<file path="src/rtl/adder_pkg.sv">
// Shared definitions for the ripple-carry adder datapath: state encoding,
// default operand width and a counter-width helper.
package adder_pkg;

  // Default operand/accumulator width used when a parent does not override it.
  localparam int DEFAULT_WIDTH = 4;

  // Batch controller state encoding.
  localparam logic ST_ACC  = 1'b0;
  localparam logic ST_HOLD = 1'b1;

  typedef enum logic {
    S_ACC  = ST_ACC,
    S_HOLD = ST_HOLD
  } state_t;

  // Bits needed to count 0..count inclusive.
  function automatic int cnt_width(input int count);
    return $clog2(count + 1);
  endfunction

endpackage

</file>
<file path="src/rtl/rca_nbit.sv">
// N-bit ripple-carry adder: a chain of full adders, carry rippling from bit 0
// upwards. Purely combinational.
module rca_nbit
  import adder_pkg::*;
#(
  parameter int WIDTH = DEFAULT_WIDTH
) (
  input  logic [WIDTH-1:0] a,
  input  logic [WIDTH-1:0] b,
  input  logic             cin,
  output logic [WIDTH-1:0] sum,
  output logic             cout
);

  logic [WIDTH:0] w_carry;

  // Full-adder chain; each stage consumes the carry of the stage below.
  always_comb begin
    w_carry    = '0;
    sum        = '0;
    w_carry[0] = cin;
    for (int i = 0; i < WIDTH; i++) begin
      sum[i]       = a[i] ^ b[i] ^ w_carry[i];
      w_carry[i+1] = (a[i] & b[i]) | (a[i] & w_carry[i]) | (b[i] & w_carry[i]);
    end
  end

  assign cout = w_carry[WIDTH];

endmodule

</file>
<file path="src/rtl/rca_accum_ctrl.sv">
// Streaming batch accumulator. Sums COUNT operands modulo 2^WIDTH through an
// rca_nbit instance, tracks a sticky carry-out flag, then offers the batch
// result on the output until the sink takes it.
//
// Handshake semantics (both ports): a transfer happens on a rising clk edge
// where valid and ready are both 1. The producer holds valid and its data
// stable until that edge. Here in_ready and out_valid depend only on state, so
// neither port has a combinational path from valid to ready; a result is only
// presented the cycle after the last operand, and a new batch only opens the
// cycle after the result is taken.
module rca_accum_ctrl
  import adder_pkg::*;
#(
  parameter int WIDTH = DEFAULT_WIDTH,
  parameter int COUNT = 4
) (
  input  logic             clk,
  input  logic             rst_n,
  input  logic             clear,
  input  logic             in_valid,
  output logic             in_ready,
  input  logic [WIDTH-1:0] in_data,
  output logic             out_valid,
  input  logic             out_ready,
  output logic [WIDTH-1:0] out_sum,
  output logic             out_ovf,
  output logic             dbg_state
);

  localparam int            CW   = cnt_width(COUNT);
  localparam logic [CW-1:0] LAST = CW'(COUNT - 1);

  state_t           r_state;
  state_t           w_state_nxt;
  logic [WIDTH-1:0] r_acc;
  logic [WIDTH-1:0] w_acc_nxt;
  logic             r_ovf;
  logic             w_ovf_nxt;
  logic [CW-1:0]    r_cnt;
  logic [CW-1:0]    w_cnt_nxt;

  logic [WIDTH-1:0] w_sum;
  logic             w_cout;
  logic             w_accept;
  logic             w_release;

  // Datapath add: running accumulator plus the incoming operand.
  rca_nbit #(
    .WIDTH (WIDTH)
  ) u_rca (
    .a    (r_acc),
    .b    (in_data),
    .cin  (1'b0),
    .sum  (w_sum),
    .cout (w_cout)
  );

  // Port decode is a pure function of state.
  assign in_ready  = (r_state == S_ACC);
  assign out_valid = (r_state == S_HOLD);
  assign out_sum   = out_valid ? r_acc : '0;
  assign out_ovf   = out_valid & r_ovf;
  assign dbg_state = r_state;

  assign w_accept  = in_valid & in_ready;
  assign w_release = out_valid & out_ready;

  // Next-state and datapath update; clear overrides any handshake this cycle.
  always_comb begin
    w_state_nxt = r_state;
    w_acc_nxt   = r_acc;
    w_ovf_nxt   = r_ovf;
    w_cnt_nxt   = r_cnt;
    if (clear) begin
      w_state_nxt = S_ACC;
      w_acc_nxt   = '0;
      w_ovf_nxt   = 1'b0;
      w_cnt_nxt   = '0;
    end else begin
      case (r_state)
        S_ACC: begin
          if (w_accept) begin
            w_acc_nxt = w_sum;
            w_ovf_nxt = r_ovf | w_cout;
            if (r_cnt == LAST) begin
              w_cnt_nxt   = '0;
              w_state_nxt = S_HOLD;
            end else begin
              w_cnt_nxt = r_cnt + 1'b1;
            end
          end
        end
        S_HOLD: begin
          if (w_release) begin
            w_acc_nxt   = '0;
            w_ovf_nxt   = 1'b0;
            w_state_nxt = S_ACC;
          end
        end
        default: begin
          w_state_nxt = S_ACC;
          w_acc_nxt   = '0;
          w_ovf_nxt   = 1'b0;
          w_cnt_nxt   = '0;
        end
      endcase
    end
  end

  // State registers; async reset drops any partial batch.
  always_ff @(posedge clk or negedge rst_n) begin
    if (!rst_n) begin
      r_state <= S_ACC;
      r_acc   <= '0;
      r_ovf   <= 1'b0;
      r_cnt   <= '0;
    end else begin
      r_state <= w_state_nxt;
      r_acc   <= w_acc_nxt;
      r_ovf   <= w_ovf_nxt;
      r_cnt   <= w_cnt_nxt;
    end
  end

endmodule

</file>
<file path="config.mk">
export PLATFORM = sky130hd
export DESIGN_NAME = rca_accum_ctrl
export DESIGN_NICKNAME = d
export VERILOG_FILES = /design/src/rtl/adder_pkg.sv /design/src/rtl/rca_nbit.sv /design/src/rtl/rca_accum_ctrl.sv
export SDC_FILE = /design/constraint.sdc
export NUM_CORES = 1
export LEC_CHECK = 0
export CORE_MARGIN = 2
export CORE_UTILIZATION = 40
export DETAILED_ROUTE_END_ITERATION = 8
export PLACE_DENSITY = 0.81
export REMOVE_ABC_BUFFERS = 1
export SETUP_SLACK_MARGIN = 0.02
export SLEW_MARGIN = 20
export SYNTH_ARGS = -nofsm -noshare
export SYNTH_HDL_FRONTEND = slang
export SYNTH_SLANG_ARGS = --single-unit
</file>
<file path="constraint.sdc">
create_clock -name clk -period 2 [get_ports clk]
set_clock_uncertainty 0.15 [all_clocks]
set_input_delay 0.6 -clock clk [delete_from_list [all_inputs] [get_ports clk]]
set_output_delay 0.6 -clock clk [all_outputs]
set_load 0.03 [all_outputs]
</file>
==> results of run 1 <==
state kept, by name (all words and copies together), names as in the netlist:
name       count
dbg_state      1
r_ovf          1
r_acc          4
r_cnt          3
timing repair:
item,in CTS,in global routing
resized for setup,13,2
setup endpoints to repair,6,8
pin swaps,5,3
setup buffers,1,0
worst max-delay path, cell delays in order:
cell       delay (ps)
buf_2             110
ha_4              130
inv_2              40
fa_2              360
fa_2              340
fa_1              510
a2bb2oi_2         140
nor2_1             50
final cells by class:
cell class	count	area [um2]	area share (%)
Multi-Input combinational cell	41	329	40.8
Timing Repair Buffer	20	170	21.1
Tap cell	15	18.8	2.33
Clock buffer	4	26.3	3.26
Inverter	10	37.5	4.65
Sequential cell	9	225	27.9
Yosys cell counts:
cell type  number
nand2b_1        1
buf_4           1
dfrtp_1         9
or3_1           1
clkbuf_1        1
o21ai_0         2
a21boi_0        1
o211a_1         1
o31ai_1         1
nand3b_1        1
inv_1          10
nor2_1          6
mux2i_1         2
nor2b_1         2
and2_1          3
fa_1            3
mux2_2          1
ha_1            2
a2bb2oi_1       2
nand2_1         6
a21oi_1         4
a21oi_2         1
buf_2           1
nand2b_2        1
power by group:
part	total (uW)	switching [uW]	internal [uW]
logic	114	55.2	58.3
clock network	144	67.2	77.1
registers	205	9.21	195
cell usage in the layout, fill, tap and decap left out, drive strengths merged, types with 2 or more instances in the layout:
cell type and n:
nor2b 2, and2 3, fa 3, a2bb2oi 2, a21oi 5, nand2b 2, mux2i 2, inv 10
nor2 6, buf 13, ha 2, clkdlybuf4s50 6, clkbuf 4, o21ai 2, dfrtp 9, nand2 6
logic make-up after synthesis:
family / synth area share (%)
AOI/OAI and AO/OA: 14.0
buffers and inverters: 9.25
muxes: 5.38
DFF: 38.7
adders and majority gates: 14.6
and+or+nand+nor: 18.1
final timing paths:
kind | to | slack (ps) | depth (start not counted)
setup / recovery | r_acc[3] | -280 | 8
hold / removal | r_cnt[2] | 370 | 2
setup reg to reg | r_acc[3] | -270 | 7
hold reg to reg | r_cnt[2] | 370 | 2
max in group asynchronous | r_cnt[2] | 920 | 1
min in group asynchronous | r_acc[0] | 480 | 1
per-stage QoR:
stage               cells  cell area (um2)  TNS [ps]  util, %
floorplan              60              566     -1710        -
global placement       95              754     -2660     56.6
detailed placement     95              754     -2860     56.6
CTS                   100              806      -667     60.4
global route           99              807      -882     60.5
finish                 99              807      -470     60.5
metal layers:
layer | vias up | wire length, um | track usage (%) | part of all wire, %
li1 | 246 | - | - | -
met1 | 260 | 565 | 21.6 | 40
met2 | 22 | 700 | 28.4 | 50
met3 | 4 | 103 | 4.74 | 7.3
met4 | 0 | 34 | 11.3 | 2.4
met5 | - | 0 | 0 | 0
==> flow_metrics.env, run 1 <==
export IMPL_required_ps=1990
export IMPL_cts_path_max_buffers=2
export IMPL_hold_viol=0
export IMPL_io_buffers=16
export IMPL_wl_per_cell_um=14.2
export IMPL_diodes=0
export IMPL_io_pins=17
export IMPL_grt_max_degree=12
export IMPL_rsz0062_at_grt="true"
export IMPL_cp_max_fo=1
export IMPL_synth_avg_cell_area_um2=9.24
export IMPL_violations="negative setup slack"
export IMPL_place_congestion=0.800
export IMPL_seq_area_frac_synth_pct=38.7
export IMPL_ant_nets=0
export IMPL_leakage_uw=0.000391
export IMPL_drive_above_1_share_pct=32.1
export IMPL_grt_pass1_vias=489
export IMPL_track_usage_pct=18.0
export IMPL_worstHoldStart="r_cnt[2]"
export IMPL_ys_types=24
export IMPL_fmax_mhz=438
export IMPL_maxCapViolations=0
export IMPL_pre_cts_slack_ps=-1050
export IMPL_crit_type="in2reg"
export IMPL_rows=13
export IMPL_timing_hold_ws_ps=370
export IMPL_syn2layout_area_growth_pct=38.7
export IMPL_die_height_um=42.1
export IMPL_fillers=118
export IMPL_irDropWorstVdd_mv=0.365
export IMPL_grt_overflow_total=0
export IMPL_period_minus_slack_ps=2280
export IMPL_die_area_um2=1780
export IMPL_timing_final_crit_share_pct=114
export IMPL_power_uw=463
export IMPL_syn_inst=63
export IMPL_yosys_area_top_type_share_pct=38.7
export IMPL_root_buffer="clkbuf_4"
export IMPL_die_width_um=42.1
export IMPL_drtIter0Drc=17
export IMPL_dpl_hpwl_um=1010
export IMPL_start_util_pct=43.6
export IMPL_hold_class="reg2reg"
export IMPL_drt_first_pass_iters=4
export IMPL_timing_rr_start="r_acc[0]"
export IMPL_p_per_area_nw_per_um2=573
export IMPL_ys_ff_latch=9
export IMPL_cts_max_level=1
export IMPL_grt_pass1_wl_um=2280
export IMPL_synthTopCellsByArea="dfrtp_1, fa_1, inv_1"
export IMPL_setup_viol=5
export IMPL_fin_ws_ps=-282
export IMPL_startpoint="in_data[0]"
export IMPL_vias=532
export IMPL_ctsHoldBuffers=0
export IMPL_numCtsBuffers=3
export IMPL_max_slew_worst_pin_slew_ps=421
export IMPL_cp_start_kind="input port"
export IMPL_yosysWarnings=0
export IMPL_nNetsFinal=99
export IMPL_end_kind="register"
export IMPL_clock_sinks=9
export IMPL_worstPathArrival_ps=2270
export IMPL_maxSlewViolCount=0
export IMPL_synth_area_um2=582
export IMPL_synth_top_cell_by_area="dfrtp_1"
export IMPL_drc=0
export IMPL_cts_tree="done"
export IMPL_vias_per_cell=5.37
export IMPL_path_clk_slew_ps=60
export IMPL_clkLatencyLatePin_ps=270
export IMPL_max_slew_margin_pct=71.8
export IMPL_core_area_um2=1330
export IMPL_antenna_found_initial=0
export IMPL_run_status="complete, but fails checks"
export IMPL_drt_total_wl_um=1400
No activity file was read; power rests on OpenSTA's default activity.
==> run 2: changes to the inputs <==
--- a/config.mk
+++ b/config.mk
@@ -5,8 +5,9 @@
 export SDC_FILE = /design/constraint.sdc
 export NUM_CORES = 1
 export LEC_CHECK = 0
+export ABC_AREA = 1
 export CORE_MARGIN = 2
-export CORE_UTILIZATION = 40
+export CORE_UTILIZATION = 41
 export DETAILED_ROUTE_END_ITERATION = 8
 export PLACE_DENSITY = 0.81
 export REMOVE_ABC_BUFFERS = 1
==> flow_metrics.env, run 2 <==
export IMPL_run_status="complete, but fails checks"
export IMPL_violations="negative setup slack"
export IMPL_multi_input_comb_area_um2=329
export IMPL_leakage_uw=0.000462
export IMPL_max_slew_worst_pin_slew_ps=446
export IMPL_ctsHoldBuffers=0
export IMPL_power_internal_uw=367
export IMPL_yosys_area_top_type_share_pct=35.9
export IMPL_timing_final_crit_share_pct=109
export IMPL_die_height_um=43.1
export IMPL_synth_area_um2=627
export IMPL_worstHoldStart="r_cnt[2]"
export IMPL_pwr_share_clk_pct=25.9
export IMPL_period_minus_slack_ps=2190
export IMPL_switching_share_pct=32.5
export IMPL_place_area_um2=783
export IMPL_fmax_mhz=458
export IMPL_cp_start_kind="input port"
export IMPL_synthTopCellsByArea="dfrtp_1, nand2_1, fa_1"
export IMPL_synth_common_cells="nand2_1, inv_1, dfrtp_1"
export IMPL_end_kind="register"
export IMPL_grt_overflow_total=0
export IMPL_synth_most_common_cell="nand2_1"
export IMPL_startpoint="in_data[2]"
export IMPL_antenna_found_initial=0
export IMPL_p_seq_share_pct=42.9
export IMPL_core_area_um2=1470
export IMPL_reg_top3="r_acc (4), r_cnt (3)"
export IMPL_cp_max_fo=1
export IMPL_maxSlewViolCount=0
export IMPL_io_buffers=16
export IMPL_drt_total_wl_um=1360
export IMPL_rows=14
export IMPL_ys_ff_latch=9
export IMPL_syn_inst=80
export IMPL_utilization_pct=56.9
export IMPL_p_per_area_nw_per_um2=650
export IMPL_cp_top_family="adder cells"
export IMPL_dpl_hpwl_um=1040
export IMPL_clkLatencyLatePin_ps=260
export IMPL_cts_tree="done"
export IMPL_top_register="r_acc"
export IMPL_layout_common_cells="nand2_1, inv_1, buf_4"
export IMPL_grt_max_degree=11
export IMPL_clock_sinks=9
export IMPL_drc=0
export IMPL_max_slew_margin_pct=70.2
export IMPL_rsz0062_at_grt="true"
export IMPL_irDropWorstVdd_mv=0.347
export IMPL_final_seq_area_um2=226
export IMPL_largest_reg_flops=4
export IMPL_synth_avg_cell_area_um2=7.84
export IMPL_root_buffer="clkbuf_4"
export IMPL_drt_first_pass_iters=4
export IMPL_required_ps=2000
export IMPL_mostFrequentLayoutCell="nand2_1"
export IMPL_pre_cts_slack_ps=-957
export IMPL_fin_ws_ps=-186
export IMPL_vias_per_cell=4.79
export IMPL_hold_viol=0
export IMPL_ant_nets=0
export IMPL_place_inst=112
export IMPL_die_area_um2=1860
export IMPL_power_frac_comb_pct=31.3
export IMPL_hold_class="reg2reg"
export IMPL_maxCapViolations=0
export IMPL_place_congestion=0.741
export IMPL_cpPeakStageDelay_ps=540
export IMPL_finalNonFillerCells=117
export IMPL_die_width_um=43.1
export IMPL_cts_max_level=1
export IMPL_seq_area_frac_synth_pct=35.9
export IMPL_timing_rr_start="r_acc[0]"
export IMPL_numCtsBuffers=3
export IMPL_final_area_um2=837
export IMPL_cp_num_buf_inv=2
export IMPL_drive_above_1_share_pct=32.7
export IMPL_nNetsFinal=116
export IMPL_async_reset_ff_share_pct=100
export IMPL_synth_top_cell_by_area="dfrtp_1"
export IMPL_path_clk_slew_ps=60
export IMPL_cts_path_max_buffers=2
export IMPL_wl_per_cell_um=11.6
export IMPL_track_usage_pct=16.1
export IMPL_crit_type="in2reg"
export IMPL_start_util_pct=42.6
export IMPL_diodes=0
export IMPL_power_uw=544
export IMPL_synth_ff_type="dfrtp_1"
export IMPL_yosysWarnings=0
export IMPL_vias=561
export IMPL_cpMaxStageDelayCell="fa_2"
export IMPL_ys_types=18
export IMPL_p_sw_uw=177
export IMPL_drtIter0Drc=17
export IMPL_grt_pass1_wl_um=2220
export IMPL_synth_edf_count=0
export IMPL_grt_pass1_vias=517
export IMPL_io_pins=17
export IMPL_cp_cell_sequence="clkdlybuf4s50_1 > inv_1 > fa_2 > fa_2 > nor2_2 > nand2_1 > nand2_1"
export IMPL_worstPathArrival_ps=2190
export IMPL_syn2layout_area_growth_pct=33.5
export IMPL_setup_viol=2
export IMPL_fillers=140
## run 2: cell types whose count changed after synthesis, moves of 3 or more
| cell | before | now |
|---|---|---|
| and2_1 | 3 | 0 |
| inv_1 | 10 | 16 |
| nand2_1 | 6 | 23 |
| nand3_1 | 0 | 3 |
| nand4_1 | 0 | 5 |
## run 2: cell families after synthesis
| family | synth area share, % |
|---|---|
| compound gates | 2.99 |
| fa+ha+maj | 13.6 |
| buf+inv | 15.2 |
| flops | 35.9 |
| simple gates | 32.3 |
## run 2: tightest hold or removal path, stage by stage, from the launching register on
cell	delay, ps
dfrtp_1	340
nand3_1	70
inv_1	50
## run 2: through the flow
step / setup TNS [ps] / hold WS (ps)
2_1_floorplan: -706 / 154
3_3_place_gp: -2380 / 331
3_5_place_dp: -2570 / 332
4_1_cts: -397 / 351
5_1_grt: -396 / 381
6_report: -257 / 347
## run 2: routing by layer
metal	global-route usage, %	vias to the layer above	routed length (um)
li1	-	283	-
met1	20.8	258	574
met2	26.0	18	701
met3	2.55	2	73
met4	7.27	0	11
met5	0	-	0
## run 2: area by class of cell
| cell class | instances | area share [%] |
|---|---|---|
| Clock buffer | 4 | 3.14 |
| Timing Repair Buffer | 19 | 19.0 |
| Tap cell | 16 | 2.39 |
| Sequential cell | 9 | 27.1 |
| Multi-Input combinational cell | 50 | 39.3 |
| Inverter | 19 | 9.12 |
## run 2: timing repair
| action | CTS | global route |
|---|---|---|
| endpoints found under the setup margin | 3 | 7 |
| buffers inserted | 1 | 0 |
| pin swaps | 6 | 4 |
| gates resized for setup | 13 | 3 |
## run 2: path summary, 6_finish.rpt
path | end | slack, ps | cells past startpoint
worst max-delay path | r_acc[3] | -190 | 7
worst min-delay path | r_cnt[2] | 350 | 2
worst max register to register | r_acc[3] | -150 | 8
worst min register to register | r_cnt[2] | 350 | 2
max in group asynchronous | dbg_state | 860 | 1
min in group asynchronous | r_acc[3] | 500 | 1
## run 2: power groups by stage
stage	Combinational (uW)	Sequential [uW]	Clock (uW)
global placement	147	232	0
CTS	164	232	145
detailed placement	151	234	0
finish	170	233	141
floorplan	95.4	230	0
global route	197	234	154
==> run 3: changes to the inputs <==
--- a/config.mk
+++ b/config.mk
@@ -7,9 +7,9 @@
 export LEC_CHECK = 0
 export ABC_AREA = 1
 export CORE_MARGIN = 2
-export CORE_UTILIZATION = 41
+export CORE_UTILIZATION = 35
 export DETAILED_ROUTE_END_ITERATION = 8
-export PLACE_DENSITY = 0.81
+export PLACE_DENSITY = 0.71
 export REMOVE_ABC_BUFFERS = 1
 export SETUP_SLACK_MARGIN = 0.02
 export SLEW_MARGIN = 20
==> flow_metrics.env, run 3 (synthesis results as in run 2) <==
export IMPL_fin_ws_ps=-122
export IMPL_start_util_pct=36.7
export IMPL_rows=15
export IMPL_r2r_slack_ps=-110
export IMPL_drt_total_wl_um=1230
export IMPL_crit_type="in2reg"
export IMPL_leakage_uw=0.000457
export IMPL_diodes=0
export IMPL_grt_util_met2_pct=19.7
export IMPL_required_ps=2000
export IMPL_path_clk_slew_ps=60
export IMPL_drive_above_1_share_pct=30.0
export IMPL_track_usage_pct=12.9
export IMPL_switching_share_pct=31.9
export IMPL_cp_cell_sequence="buf_6 > ha_4 > inv_2 > fa_2 > fa_2 > fa_1 > nor2_1 > nand2_1 > nand2_1"
export IMPL_fmax_mhz=471
export IMPL_worstPathArrival_ps=2130
export IMPL_top_register="r_acc"
export IMPL_hold_viol=0
export IMPL_grt_busiest_layer="met2"
export IMPL_max_slew_worst_pin_slew_ps=439
export IMPL_grt_overflow_total=0
export IMPL_vias=570
export IMPL_die_width_um=46.3
export IMPL_place_congestion=0.744
export IMPL_maxCapViolations=0
export IMPL_dpl_hpwl_um=936
export IMPL_met3_usage_pct=2.35
export IMPL_die_height_um=46.3
export IMPL_antenna_found_initial=0
export IMPL_period_minus_slack_ps=2120
export IMPL_drc=0
export IMPL_drt_first_pass_iters=4
export IMPL_power_internal_uw=360
export IMPL_rsz0062_at_grt="true"
export IMPL_largest_reg_flops=4
export IMPL_cts_tree="done"
export IMPL_setup_viol=2
export IMPL_layout_common_cells="nand2_1, inv_1, buf_4"
export IMPL_clkLatencyLatePin_ps=260
export IMPL_nNetsFinal=115
export IMPL_finalNonFillerCells=125
export IMPL_die_area_um2=2150
export IMPL_timing_hold_ws_ps=349
export IMPL_pwr_share_clk_pct=27.0
export IMPL_cts_path_max_buffers=2
export IMPL_clock_sinks=9
export IMPL_run_status="complete, but fails checks"
export IMPL_numCtsBuffers=3
export IMPL_grt_pass1_vias=459
export IMPL_vias_per_cell=4.56
export IMPL_io_pins=17
export IMPL_cpPeakStageDelay_ps=480
export IMPL_end_kind="register"
export IMPL_grt_max_degree=11
export IMPL_cp_start_kind="input port"
export IMPL_fin_setup_tns_ps=-205
export IMPL_mostFrequentLayoutCell="nand2_1"
export IMPL_ant_nets=0
export IMPL_maxSlewViolCount=0
export IMPL_root_buffer="clkbuf_4"
export IMPL_p_sw_uw=169
export IMPL_core_area_um2=1710
export IMPL_use_met1_pct=16.3
export IMPL_ctsHoldBuffers=0
export IMPL_violations="negative setup slack"
export IMPL_place_inst=121
export IMPL_hold_class="reg2reg"
export IMPL_drtIter0Drc=9
export IMPL_power_frac_comb_pct=29.6
export IMPL_timing_final_crit_share_pct=106
export IMPL_p_per_area_nw_per_um2=633
export IMPL_wl_per_cell_um=9.83
export IMPL_grt_pass1_wl_um=1900
export IMPL_p_seq_share_pct=43.4
export IMPL_syn2layout_area_growth_pct=33.3
export IMPL_cpMaxStageDelayCell="fa_1"
export IMPL_max_slew_margin_pct=70.6
export IMPL_cp_max_fo=1
export IMPL_io_buffers=16
export IMPL_reg_top3="r_acc (4), r_cnt (3)"
export IMPL_irDropWorstVdd_mv=0.313
export IMPL_cts_max_level=1
[run 3: final timing paths]
kind / from / end / cells after the start
setup / recovery: in_data[0] / r_acc[3] / 9
hold / removal: r_cnt[2] / r_cnt[2] / 2
setup reg to reg: r_acc[0] / r_acc[3] / 8
hold reg to reg: r_cnt[2] / r_cnt[2] / 2
max in group asynchronous: rst_n / dbg_state / 1
min in group asynchronous: rst_n / r_ovf / 1
[run 3: final cells by class]
type                            instances  area (um2)
Clock buffer                            4        26.3
Fill cell                             171         872
Inverter                               19        76.3
Multi-Input combinational cell         50         324
Sequential cell                         9         226
Tap cell                               25        31.3
Timing Repair Buffer                   18         151
[run 3: repair_timing]
item / in CTS / in global routing
endpoints found under the setup margin: 4 / 2
pin swaps: 5 / 5
buffers inserted: 0 / 0
resized for setup: 12 / 2
[run 3: layer usage]
layer	vias up	part of all wire, %
met5	-	0
met1	269	44
met3	2	5.5
li1	281	-
met4	0	1.1
met2	18	49
[run 3: metrics by stage]
stage	power, uW	utilization, %	cell area, um2	setup slack [ps]
after floorplan	325	-	608	-379
after global placement	378	46.5	795	-892
after detailed placement	385	46.5	795	-935
after CTS	541	48.9	835	-225
after global routing	571	48.9	836	-163
final	529	48.9	836	-122
[run 3: power by group through the flow]
| stage | logic [uW] | clock network [uW] | registers (uW) |
|---|---|---|---|
| floorplan | 95.4 | 0 | 230 |
| global placement | 147 | 0 | 231 |
| detailed placement | 153 | 0 | 232 |
| CTS | 159 | 152 | 230 |
| global route | 178 | 161 | 232 |
| finish | 157 | 143 | 230 |
[run 3: critical path: cells and delay by family]
kind	cells	cell delay, ps
adder cells (fa/ha/maj)	4	1270
buffers and inverters	2	110
AND/OR/NAND/NOR	3	140
